### config.mk
export PLATFORM = sky130hd
export DESIGN_NAME = onehot_sel_reg
export DESIGN_NICKNAME = d
export VERILOG_FILES = /design/src/rtl/onehot_sel_pkg.sv /design/src/rtl/onehot_sel_decode.sv /design/src/rtl/onehot_sel_reg.sv
export SDC_FILE = /design/constraint.sdc
export NUM_CORES = 1
export LEC_CHECK = 0
export BUFFER_PORTS_ARGS = -buffer_cell sky130_fd_sc_hd__buf_4
export CAP_MARGIN = 0
export CORE_ASPECT_RATIO = 2
export CORE_MARGIN = 2
export CORE_UTILIZATION = 40
export DETAILED_ROUTE_END_ITERATION = 10
export PLACE_DENSITY = 0.77
export SYNTH_ARGS = -nofsm -noshare
export SYNTH_HDL_FRONTEND = slang
export SYNTH_HIERARCHICAL = 1
export SYNTH_SLANG_ARGS = --single-unit
### constraint.sdc
create_clock -name clk -period 1.5 [get_ports clk]
set_clock_uncertainty 0.05 [all_clocks]
set_input_delay 0.3 -clock clk [delete_from_list [all_inputs] [get_ports clk]]
set_output_delay 0.3 -clock clk [all_outputs]
set_load 0.005 [all_outputs]
### src/rtl/onehot_sel_pkg.sv
// Shared constants and helpers for the registered one-hot selector.
package onehot_sel_pkg;

   localparam int unsigned MODE_STRICT   = 0;
   localparam int unsigned MODE_PRIORITY = 1;

   // Width of a channel index for n channels (at least one bit).
   function automatic int unsigned idx_width(input int unsigned n);
      return (n > 1) ? $clog2(n) : 1;
   endfunction

endpackage

### src/rtl/onehot_sel_decode.sv
// Combinational select decoder: lowest set index plus strict/priority validity.
module onehot_sel_decode
   import onehot_sel_pkg::*;
#(
   parameter  int unsigned NCH  = 16,
   parameter  int unsigned MODE = MODE_STRICT,
   localparam int unsigned IW   = idx_width(NCH)
) (
   input  logic [NCH-1:0] sel,
   output logic [IW-1:0]  idx,
   output logic           hit,
   output logic           err
);

   logic any_set;
   logic multi_set;

   // Scan high to low so the last write leaves the lowest set index.
   always_comb begin
      idx       = '0;
      any_set   = 1'b0;
      multi_set = 1'b0;
      for (int i = NCH - 1; i >= 0; i--) begin
         multi_set = multi_set | (any_set & sel[i]);
         any_set   = any_set | sel[i];
         if (sel[i]) idx = IW'(i);
      end
      hit = (MODE == MODE_PRIORITY) ? any_set : (any_set & ~multi_set);
      err = ~hit;
   end

endmodule

### src/rtl/onehot_sel_reg.sv
// Registered one-hot channel selector with valid/ready output stage and
// a saturating error counter.
module onehot_sel_reg
   import onehot_sel_pkg::*;
#(
   parameter int unsigned NCH  = 16,
   parameter int unsigned W    = 4,
   parameter int unsigned MODE = MODE_STRICT,
   parameter int unsigned CW   = 8
) (
   input  logic             clk,
   input  logic             rst_n,
   input  logic [NCH*W-1:0] data_in,
   input  logic [NCH-1:0]   sel,
   input  logic             enable,
   input  logic             in_valid,
   output logic             in_ready,
   output logic [W-1:0]     out_data,
   output logic             out_err,
   output logic             out_valid,
   input  logic             out_ready,
   input  logic             err_clr,
   output logic [CW-1:0]    err_cnt
);

   localparam int unsigned IW      = idx_width(NCH);
   localparam logic [CW-1:0] CNT_MAX = '1;

   logic [IW-1:0] dec_idx;
   logic          dec_hit;
   logic          dec_err;
   logic [W-1:0]  beat_data;
   logic          beat_err;
   logic          accept;

   onehot_sel_decode #(
      .NCH  (NCH),
      .MODE (MODE)
   ) u_decode (
      .sel (sel),
      .idx (dec_idx),
      .hit (dec_hit),
      .err (dec_err)
   );

   // Single-entry stage: accept whenever the slot is empty or draining.
   assign in_ready = ~out_valid | out_ready;
   assign accept   = in_valid & in_ready;

   // Channel mux; disabled beats are forced to zero data and no error.
   always_comb begin
      beat_data = '0;
      beat_err  = 1'b0;
      if (enable) begin
         beat_err = dec_err;
         if (dec_hit) begin
            for (int k = 0; k < NCH; k++) begin
               if (dec_idx == IW'(k)) beat_data = data_in[k*W +: W];
            end
         end
      end
   end

   always_ff @(posedge clk or negedge rst_n) begin
      if (!rst_n) begin
         out_valid <= 1'b0;
         out_data  <= '0;
         out_err   <= 1'b0;
      end else if (accept) begin
         out_valid <= 1'b1;
         out_data  <= beat_data;
         out_err   <= beat_err;
      end else if (out_ready) begin
         out_valid <= 1'b0;
      end
   end

   // Clear takes effect first, so a same-cycle error beat lands on one.
   always_ff @(posedge clk or negedge rst_n) begin
      if (!rst_n) begin
         err_cnt <= '0;
      end else if (err_clr) begin
         err_cnt <= (accept & beat_err) ? CW'(1) : '0;
      end else if (accept && beat_err && (err_cnt != CNT_MAX)) begin
         err_cnt <= err_cnt + CW'(1);
      end
   end

endmodule

==> key figures <==
Clock network
  – Clock slew seen by the registers of the worst setup and hold paths: 0.06 ns
  – Total clock sinks: 14
  – CTS root buf: clkbuf_8
  – CTS tree: done
  – Bufs on Longest Clock Path: 2
  – Clock Latency Late Sink: 0.25 ns
  – CTS buffer count: 3
  – H-Tree Depth: 1

Power
  – Clock power share: 0.258
  – Cell-internal power: 0.00101 W
  – Power Density: 430 nW/um^2
  – Reg power frac: 0.270
  – Static Leak: 1.52 nW
  – Logic pwr share: 0.472
  – Peak VDD IR: 0.316 mV
  – NetSw: 0.000446 W
  – Switch share: 0.307

Hold path
  – Hold Startpoint: err_clr
  – WHS Path Cells: 2
  – Hold EP: err_cnt[1]$_DFFE_PN0P_
  – Hold Path Class: in2reg

Synthesis
  – Synth unique cells: 61
  – Syn_nets: 314
  – Syn avg cell area: 7.66 um^2
  – Post-synth EDFFs: 0
  – Post-synthesis mux area share: 0.0986
  – Synth cell count leaders: nor2_1 (26), nand2_1 (21), o21ai_0 (17)
  – Async SR Flop Fraction: 1.00
  – Most used DFF post-synth: dfrtp_1
  – Post-Synth Adder-Cell Area: 0.0130
  – Mapped Area: 1740 um^2
  – Post-synthesis compound-gate area fraction: 0.248
  – Largest family of logic cells by synthesized area: simple AND/OR/NAND/NOR gates
  – Seq/Total Area, Yosys: 0.202
  – Xor/xnor share of the synthesized area: 0.0353
  – Yosys top cell area share: 0.202
  – Largest cells by area after synthesis: dfrtp_1 (20%), nor2_1 (5.6%), o21ai_0 (4.9%)
  – Post-synth top area cell: dfrtp_1
  – Post-synthesis register bit count: 14
  – Synth Area in Simple Gates: 0.335
  – Most frequent cell after synthesis: nor2_1
  – Synth warn: 6
  – Gate Count Post-Synth: 227

Timing
  – Worst Tran Pin Value: 0.318 ns
  – Max Freq: 394 MHz
  – Fin. Hold Viols: 0
  – Setup slack after layout: -1.04 ns
  – Hold WS: 0.216 ns
  – Final Max Tran Viols: 0
  – Post-layout min period: 2.54 ns
  – Slew Limit Headroom: 0.782
  – Final setup violating endpoints: 13
  – Period utilization: 1.69
  – Unrepaired setup endpoints after global routing: yes

Critical path
  – CP Capture Type: flip-flop
  – CP Launch Type: primary input
  – Worst Path Max Fanout: 5
  – Worst reg-to-reg setup slack: -0.05 ns
  – CP Class: in2reg
  – Worst r2r path cells: 6
  – WP data arrival: 2.63 ns
  – CP startpoint: sel[14]
  – Crit Reg-Reg Startpoint: out_valid$_DFFE_PN0P_
  – Data required, critical path: 1.59 ns
  – Reg-to-reg endpoint: err_cnt[7]$_DFFE_PN0P_

Place
  – Port bufs: 100
  – Placed cells: 421
  – Final HPWL DP: 5.00 mm
  – RePlAce Congestion: 0.912
  – Dpl ws: -1.30 ns

Route
  – Starting DRT DRC Count: 105
  – Drt pass-1 iters: 4
  – DRT antenna net count: 0
  – Drt drc: 0
  – Vias: 2540
  – Drt wl/cell: 16.9 um
  – DRT Wirelength: 7.37 mm
  – Vias per inst: 5.81

Status
  – Status: complete, but fails checks
  – Failing checks: negative setup slack

Job
  – Total of max-cap violations: 0

Floorplan
  – DIE AREA: 4920 um^2
  – DIE HEIGHT: 97.2 um
  – CORE AREA: 4250 um^2
  – # IOs: 101
  – # rows: 34
  – Starting density of the core: 0.409
  – Die W: 50.6 um

Final layout
  – Post-route insts no fill: 437
  – Nets: 471
  – Share of cells above drive strength 1: 0.593
  – Ant. Diodes: 0
  – Finished Core Util: 0.793
  – Layout area overhead: 94.2%

Global routing
  – Vias in the first global route: 2562
  – Initial antenna violation count: 0
  – Gr usage total: 0.269
  – Grt total ovfl: 0
  – First-pass GRT wire length: 10.8 mm
  – Largest net degree at the start of global routing: 21
metal layers:
metal  wire, um  track usage
met3        556       0.0492
met4        259       0.0894
met1       2600        0.295
met2       3950        0.497
met5          0            0
layout make-up:
class / count / area (um^2)
sequential: 14 / 350
tap: 54 / 67.6
fill: 278 / 880
timing repair buffer: 165 / 1300
inverter: 8 / 30.0
clock buffer: 4 / 55.1
multi-input combinational: 192 / 1570
what timing repair did:
item                                   CTS  global route
setup endpoints to repair               13            13
endpoints found under the hold margin   14             0
buffers inserted                         5             7
hold buffers                             1             0
gates resized for setup                 35            33
pin swaps                               10            12
sequential cells by signal (all words and copies together), names as in the netlist:
register	count
out_valid	1
out_err	1
out_data	4
err_cnt	8
logic make-up after synthesis:
group,count (synthesis)
multiplexers,14
XOR/XNOR,7
adder cells (fa/ha/maj),2
AND/OR/NAND/NOR,106
AO/OA/AOI/OAI,63
buffers and inverters,21
flip-flops,14
critical path: stages:
cell	delay, ns
buf_6	0.09
or4_4	0.53
or4_4	0.47
nor3_4	0.16
xnor2_2	0.10
o2111ai_2	0.11
nand4_1	0.20
buf_6	0.20
nor4_4	0.26
xnor2_1	0.15
nor2_1	0.05
power by group through the flow:
| stage | clock [W] | combinational [W] | sequential [W] |
|---|---|---|---|
| CTS | 0.000377 | 0.000619 | 0.000392 |
| floorplan | 0 | 0.000217 | 0.000401 |
| global placement | 0 | 0.000561 | 0.000398 |
| global route | 0.000405 | 0.000734 | 0.000393 |
| detailed placement | 0 | 0.000571 | 0.000399 |
| finish | 0.000375 | 0.000686 | 0.000392 |
how the worst max path moves through the flow:
stage                                   to  slack (ns)  cells after the start
global placement    err_cnt[5]$_DFFE_PN0P_       -1.23                     11
detailed placement  err_cnt[3]$_DFFE_PN0P_       -1.30                     11
global route        err_cnt[5]$_DFFE_PN0P_       -1.13                     11
CTS                 err_cnt[3]$_DFFE_PN0P_       -0.97                     11
floorplan           err_cnt[3]$_DFFE_PN0P_       -1.03                      9
finish              err_cnt[7]$_DFFE_PN0P_       -1.04                     11
placed cells by master, fill, tap and decap left out, types with 3 or more instances in the layout:
cell type,n
inv_1,6
o21ai_1,6
nor4_4,3
mux2_2,5
and4_4,3
xnor2_1,3
clkbuf_8,4
nor3_4,3
nand3_1,9
buf_4,152
nand4_1,8
nand2b_1,5
o21ai_0,11
nor2_1,22
nor2b_2,3
nand2_1,18
a21oi_2,3
o22ai_1,3
nand2_2,3
a21oi_1,9
nor2_4,4
buf_6,10
nor2b_1,4
mux2i_1,6
dfrtp_1,14
metrics by stage:
stage | instance area [um^2] | total power (W) | setup TNS (ns)
finish | 3370 | 0.00145 | -12.16
global route | 3370 | 0.00153 | -13.49
CTS | 3160 | 0.00139 | -11.59
detailed placement | 2910 | 0.000970 | -14.92
global placement | 2910 | 0.000959 | -14.21
floorplan | 1760 | 0.000618 | -11.62
(Power assumes the default switching activity.)
